### src/rtl/tail_light_input_conditioner.sv
// tail_light_input_conditioner: synchronizes and debounces the brake and turn switches,
//   then resolves them into clean tail-light command levels plus a change strobe.
// Latency: a raw edge held steady appears on the outputs SYNC_STAGES+DEBOUNCE_CYCLES edges later.
// Backpressure: none; free-running, one sample per clock.
//
// Ports:
//   clk, rst                                   - system clock, async active-high reset
//   brake_raw, turn_left_raw, turn_right_raw   - asynchronous bouncing switches
//   brake, turn_left, turn_right, hazard       - registered clean levels
//   change                                     - one-cycle pulse after any output transition
// Optional feature: define TAIL_LIGHT_HAZARD_EN to drive hazard when both turn
//   switches are stably on; otherwise hazard is tied to 0.

module tail_light_input_conditioner #(
  parameter int DEBOUNCE_CYCLES = 4,
  parameter int SYNC_STAGES     = 2
) (
  input  logic clk,
  input  logic rst,
  input  logic brake_raw,
  input  logic turn_left_raw,
  input  logic turn_right_raw,
  output logic brake,
  output logic turn_left,
  output logic turn_right,
  output logic hazard,
  output logic change
);

  localparam int CW = $clog2(DEBOUNCE_CYCLES + 1);

  // Channel index: 0 = brake, 1 = turn left, 2 = turn right.
  logic [2:0]             raw;
  logic [SYNC_STAGES-1:0] sync_q [3];
  logic [2:0]             sample;
  logic [2:0]             stable_q, stable_d;
  logic [CW-1:0]          cnt_q [3];
  logic [CW-1:0]          cnt_d [3];

  logic brake_q, brake_d;
  logic left_q, left_d;
  logic right_q, right_d;
  logic hazard_d;
  logic change_q, change_d;

  assign raw = {turn_right_raw, turn_left_raw, brake_raw};

  always_comb begin
    for (int i = 0; i < 3; i++) begin
      sample[i] = sync_q[i][SYNC_STAGES-1];
    end
  end

  // Debounce: count consecutive disagreeing samples; an agreeing sample restarts
  // the count. The flip happens on the cycle the count would reach the threshold,
  // so the counter itself never holds DEBOUNCE_CYCLES.
  always_comb begin
    stable_d = stable_q;
    for (int i = 0; i < 3; i++) begin
      cnt_d[i] = '0;
      if (sample[i] != stable_q[i]) begin
        if (cnt_q[i] == CW'(DEBOUNCE_CYCLES - 1)) begin
          stable_d[i] = ~stable_q[i];
        end else begin
          cnt_d[i] = cnt_q[i] + CW'(1);
        end
      end
    end
  end

  // Outputs are resolved from the next stable value so the output register
  // updates on the same edge the stable bit flips (no extra cycle of latency).
  always_comb begin
    brake_d  = stable_d[0];
    left_d   = stable_d[1] & ~stable_d[2];
    right_d  = stable_d[2] & ~stable_d[1];
`ifdef TAIL_LIGHT_HAZARD_EN
    hazard_d = stable_d[1] & stable_d[2];
`else
    hazard_d = 1'b0;
`endif
    change_d = ({brake_d, left_d, right_d, hazard_d} != {brake_q, left_q, right_q, hazard});
  end

  always_ff @(posedge clk or posedge rst) begin
    if (rst) begin
      for (int i = 0; i < 3; i++) begin
        sync_q[i] <= '0;
        cnt_q[i]  <= '0;
      end
      stable_q <= '0;
      brake_q  <= 1'b0;
      left_q   <= 1'b0;
      right_q  <= 1'b0;
      change_q <= 1'b0;
    end else begin
      for (int i = 0; i < 3; i++) begin
        sync_q[i] <= {sync_q[i][SYNC_STAGES-2:0], raw[i]};
        cnt_q[i]  <= cnt_d[i];
      end
      stable_q <= stable_d;
      brake_q  <= brake_d;
      left_q   <= left_d;
      right_q  <= right_d;
      change_q <= change_d;
    end
  end

`ifdef TAIL_LIGHT_HAZARD_EN
  logic hazard_q;
  always_ff @(posedge clk or posedge rst) begin
    if (rst) hazard_q <= 1'b0;
    else     hazard_q <= hazard_d;
  end
  assign hazard = hazard_q;
`else
  assign hazard = 1'b0;
`endif

  assign brake      = brake_q;
  assign turn_left  = left_q;
  assign turn_right = right_q;
  assign change     = change_q;

endmodule

### config.mk
export PLATFORM = sky130hd
export DESIGN_NAME = tail_light_input_conditioner
export DESIGN_NICKNAME = d
export VERILOG_FILES = /design/src/rtl/tail_light_input_conditioner.sv
export SDC_FILE = /design/constraint.sdc
export NUM_CORES = 1
export LEC_CHECK = 0
export CAP_MARGIN = 20
export CORE_MARGIN = 2
export CORE_UTILIZATION = 40
export DETAILED_ROUTE_END_ITERATION = 10
export DONT_BUFFER_PORTS = 1
export PLACE_DENSITY = 0.56
export SLEW_MARGIN = 10
export SYNTH_ARGS = -nofsm -noshare
export SYNTH_HDL_FRONTEND = slang
export SYNTH_SLANG_ARGS = --single-unit
### constraint.sdc
create_clock -name clk -period 4.3 [get_ports clk]
set_input_delay 0.43 -clock clk [delete_from_list [all_inputs] [get_ports clk]]
set_output_delay 0.43 -clock clk [all_outputs]
set_load 0.03 [all_outputs]
==> flow_summary_export.csv <==
group,metric,value,unit
placement,dpl_worst_slack,2.65,ns
worst_setup_path,launching_element_type_of_the_critical_path,"flip-flop",
worst_setup_path,largest_fanout_on_the_critical_path,4,
layout,layout_cell_share_with_drive_strength_beyond_1,0.143,
global_route,globalRouteMet1Util,0.137,
floorplan,chipHeight,48.3,µm
worst_setup_path,criticalPathCategory,"flip-flop to flip-flop",
floorplan,core,1900,µm²
floorplan,dieWidth,48.3,µm
drt,detail-route-antenna-nets,0,
clock_network,clock-root-buffer,"sky130_fd_sc_hd__clkbuf_4",
timing,rsz0062_at_grt,"no",
drt,route.detailed.wl_per_inst,11.3,µm
worst_hold_path,hold_path_class,"input port to asynchronous set/reset pin",
timing,timing_worst_slew_pin_value,0.752,ns
worst_setup_path,cp.required,4.50,ns
layout,utilization,0.439,
placement,buffer_ports.inserted,0,
timing,post-route-period-util,0.387,
layout,antenna_cells_inserted,0,
layout,post_layout_nonfiller_instances,83,
clock_network,clock-sinks,21,
drt,drt_pass1_iterations,4,
worst_setup_path,arrival,1.86,ns
worst_setup_path,slowest_stage_cell_crit_path,"sky130_fd_sc_hd__dfrtp_1",
clock_network,tritoncts,"yes",
global_route,global_route_wire_length_before_repair,1.59,mm
timing,worst_slack,2.64,ns
clock_network,clk_latency,0.29,ns
timing,finalSetupTns,0,ns
clock_network,clk_transition_reported_paths,0.11,ns
yosys,post_synth_num_cell_types,21,
timing,setup_viol,0,
layout,syn_to_final_growth,6.71,%
clock_network,postCtsResizedCells,0,
clock_network,max_root_sink_buffers,2,
yosys,synth.yosys.seq_area_share,0.671,
yosys,synth_area,783,µm²
yosys,synthCells,53,
timing,max_slew_margin,0.498,
placement,dp_cells,79,
timing,fmaxAchievable,0.601,GHz
clock_network,cts_post_setup_buffers_inserted,0,
drt,drt-vias-per-instance,4.52,
power_and_ir_drop,p_per_area,638,nW/µm²
yosys,synth_fp_nets,61,
yosys,avgSynthCellArea,14.8,µm²
global_route,grt_antenna_before_repair,0,
layout,stdcell_area,836,µm²
timing,hold_violations,0,
clock_network,cts.htree.levels,1,
power_and_ir_drop,worst_ir_drop_vdd,0.000284,V
global_route,use_met3,0.0222,
global_route,grt_residual_overflow,0,
clock_network,postCtsHoldBufs,0,
timing,final_period_minus_worst_setup_slack,1.66,ns
placement,weighted_congestion_reported_at_the_end_of_routability_driven_placement,0.680,
placement,detailed_place_hpwl,656,µm
layout,number_of_nets_in_the_finished_design,65,
layout,filler_cells_inserted,168,
global_route,gr-max-usage-layer,"met2",
worst_setup_path,list_of_cells_traversed_by_the_critical_path,"ha_1 > nor2b_4 > mux2_4 > and2_4 > and3b_1 > o31ai_1",
floorplan,io_pins,10,
timing,worst_clock_skew,0.00459,ns
floorplan,area_enclosed_by_the_die_boundary,2330,µm²
worst_setup_path,endpoint_kind_of_the_worst_setup_timing_path,"flip-flop",
clock_network,cts_inserted_buffers,3,
yosys,synth.ff_latch_count,21,
floorplan,floorplan.initialDensity,0.412,
floorplan,fp-row-count,16,
worst_setup_path,worstPathBufferInverterCount,0,
global_route,grt_util_all_layers,0.107,
global_route,first_global_vias,362,
drt,detail_route.drc_violations,0,
worst_setup_path,critical_path.max_stage_delay,0.39,ns
placement,place_area,810,µm²
drt,wirelength,935,µm
worst_setup_path,crit_family,"simple AND/OR/NAND/NOR gates",
global_route,grt_max_degree,22,
layout,highest_count_cells_in_the_layout_ignoring_fill_and_taps,"21 x sky130_fd_sc_hd__dfrtp_1, 6 x sky130_fd_sc_hd__nor3b_1",
layout,layout_commonest_cell,"sky130_fd_sc_hd__dfrtp_1",
global_route,grt.met2_usage,0.150,
yosys,synth_warnings,0,
outcome,outcome,"completed",
timing,slew_viol_final,0,
job,max-cap-violations,0,
drt,num_vias,375,
drt,detailedRoute.firstIterationViolations,3,
power_and_ir_drop,power.leakage,0.383,nW
## state kept, by name, summed over array words and instances (netlist names)
| register | cells |
|---|---|
| turn_right | 1 |
| sync_q | 3 |
| turn_left | 1 |
| change | 1 |
| sample | 3 |
| stable_q | 3 |
| cnt_q | 9 |
## cell usage after synthesis, drive strengths merged
cell type  count  area [µm²]
conb           1        3.75
nor3           3        15.0
nor3b          6        45.0
nor2b          3        28.8
mux2           2        26.3
mux2i          1        10.0
dfrtp         21         526
and3b          1        8.76
nor4b          1        8.76
ha             3        37.5
o31ai          1        7.51
xnor2          3        26.3
inv            2        7.51
nand2b         1        6.26
nor4           1        6.26
nor2           1        3.75
buf            1        7.51
and2           1        8.76
## routing by layer
| layer | up-vias | share of wire |
|---|---|---|
| met5 | - | 0 |
| met4 | 0 | 0.016 |
| met3 | 2 | 0.036 |
| met2 | 8 | 0.47 |
| met1 | 179 | 0.48 |
| li1 | 186 | - |
## final cells by class
cell class | instances | area, µm² | area share
sequential | 21 | 526 | 0.629
multi-input combinational | 29 | 243 | 0.290
tap | 27 | 33.8 | 0.0404
clock buffer | 4 | 26.3 | 0.0314
inverter | 2 | 7.51 | 0.00898
## report_power, final
group	internal, W	leakage (nW)	total (W)	switching [W]
Sequential	0.000249	0.262	0.000313	0.0000643
Combinational	0.0000707	0.106	0.000132	0.0000608
Clock	0.0000360	0.0150	0.0000885	0.0000524
## cells by family after synthesis
kind of cell             share of synthesized area
XOR/XNOR                                    0.0336
multiplexers                                0.0463
flip-flops                                   0.671
buffers and inverters                       0.0192
adder cells (fa/ha/maj)                     0.0479
AND/OR/NAND/NOR                              0.168
AO/OA/AOI/OAI                              0.00959
other                                      0.00479
## worst paths after layout
check | start | endpoint | slack, ns | cells after the start
worst max register to register | cnt_q[3] | change | 2.64 | 6
worst min register to register | sync_q[4] | sample[0] | 0.36 | 0
worst min-delay path | rst | cnt_q[0] | 0.15 | 1
min in group clk | turn_left_raw | sync_q[2] | 0.15 | 0
worst max-delay path | cnt_q[3] | change | 2.64 | 6
max in group asynchronous | rst | stable_q[0] | 3.68 | 1
## per-stage QoR
step | hold WS (ns) | power (W)
6_report | 0.146 | 0.000533
3_5_place_dp | 0.335 | 0.000453
4_1_cts | 0.135 | 0.000544
2_1_floorplan | 0.331 | 0.000425
5_1_grt | 0.127 | 0.000578
3_3_place_gp | 0.332 | 0.000449
No activity file was read; power rests on OpenSTA's default activity.
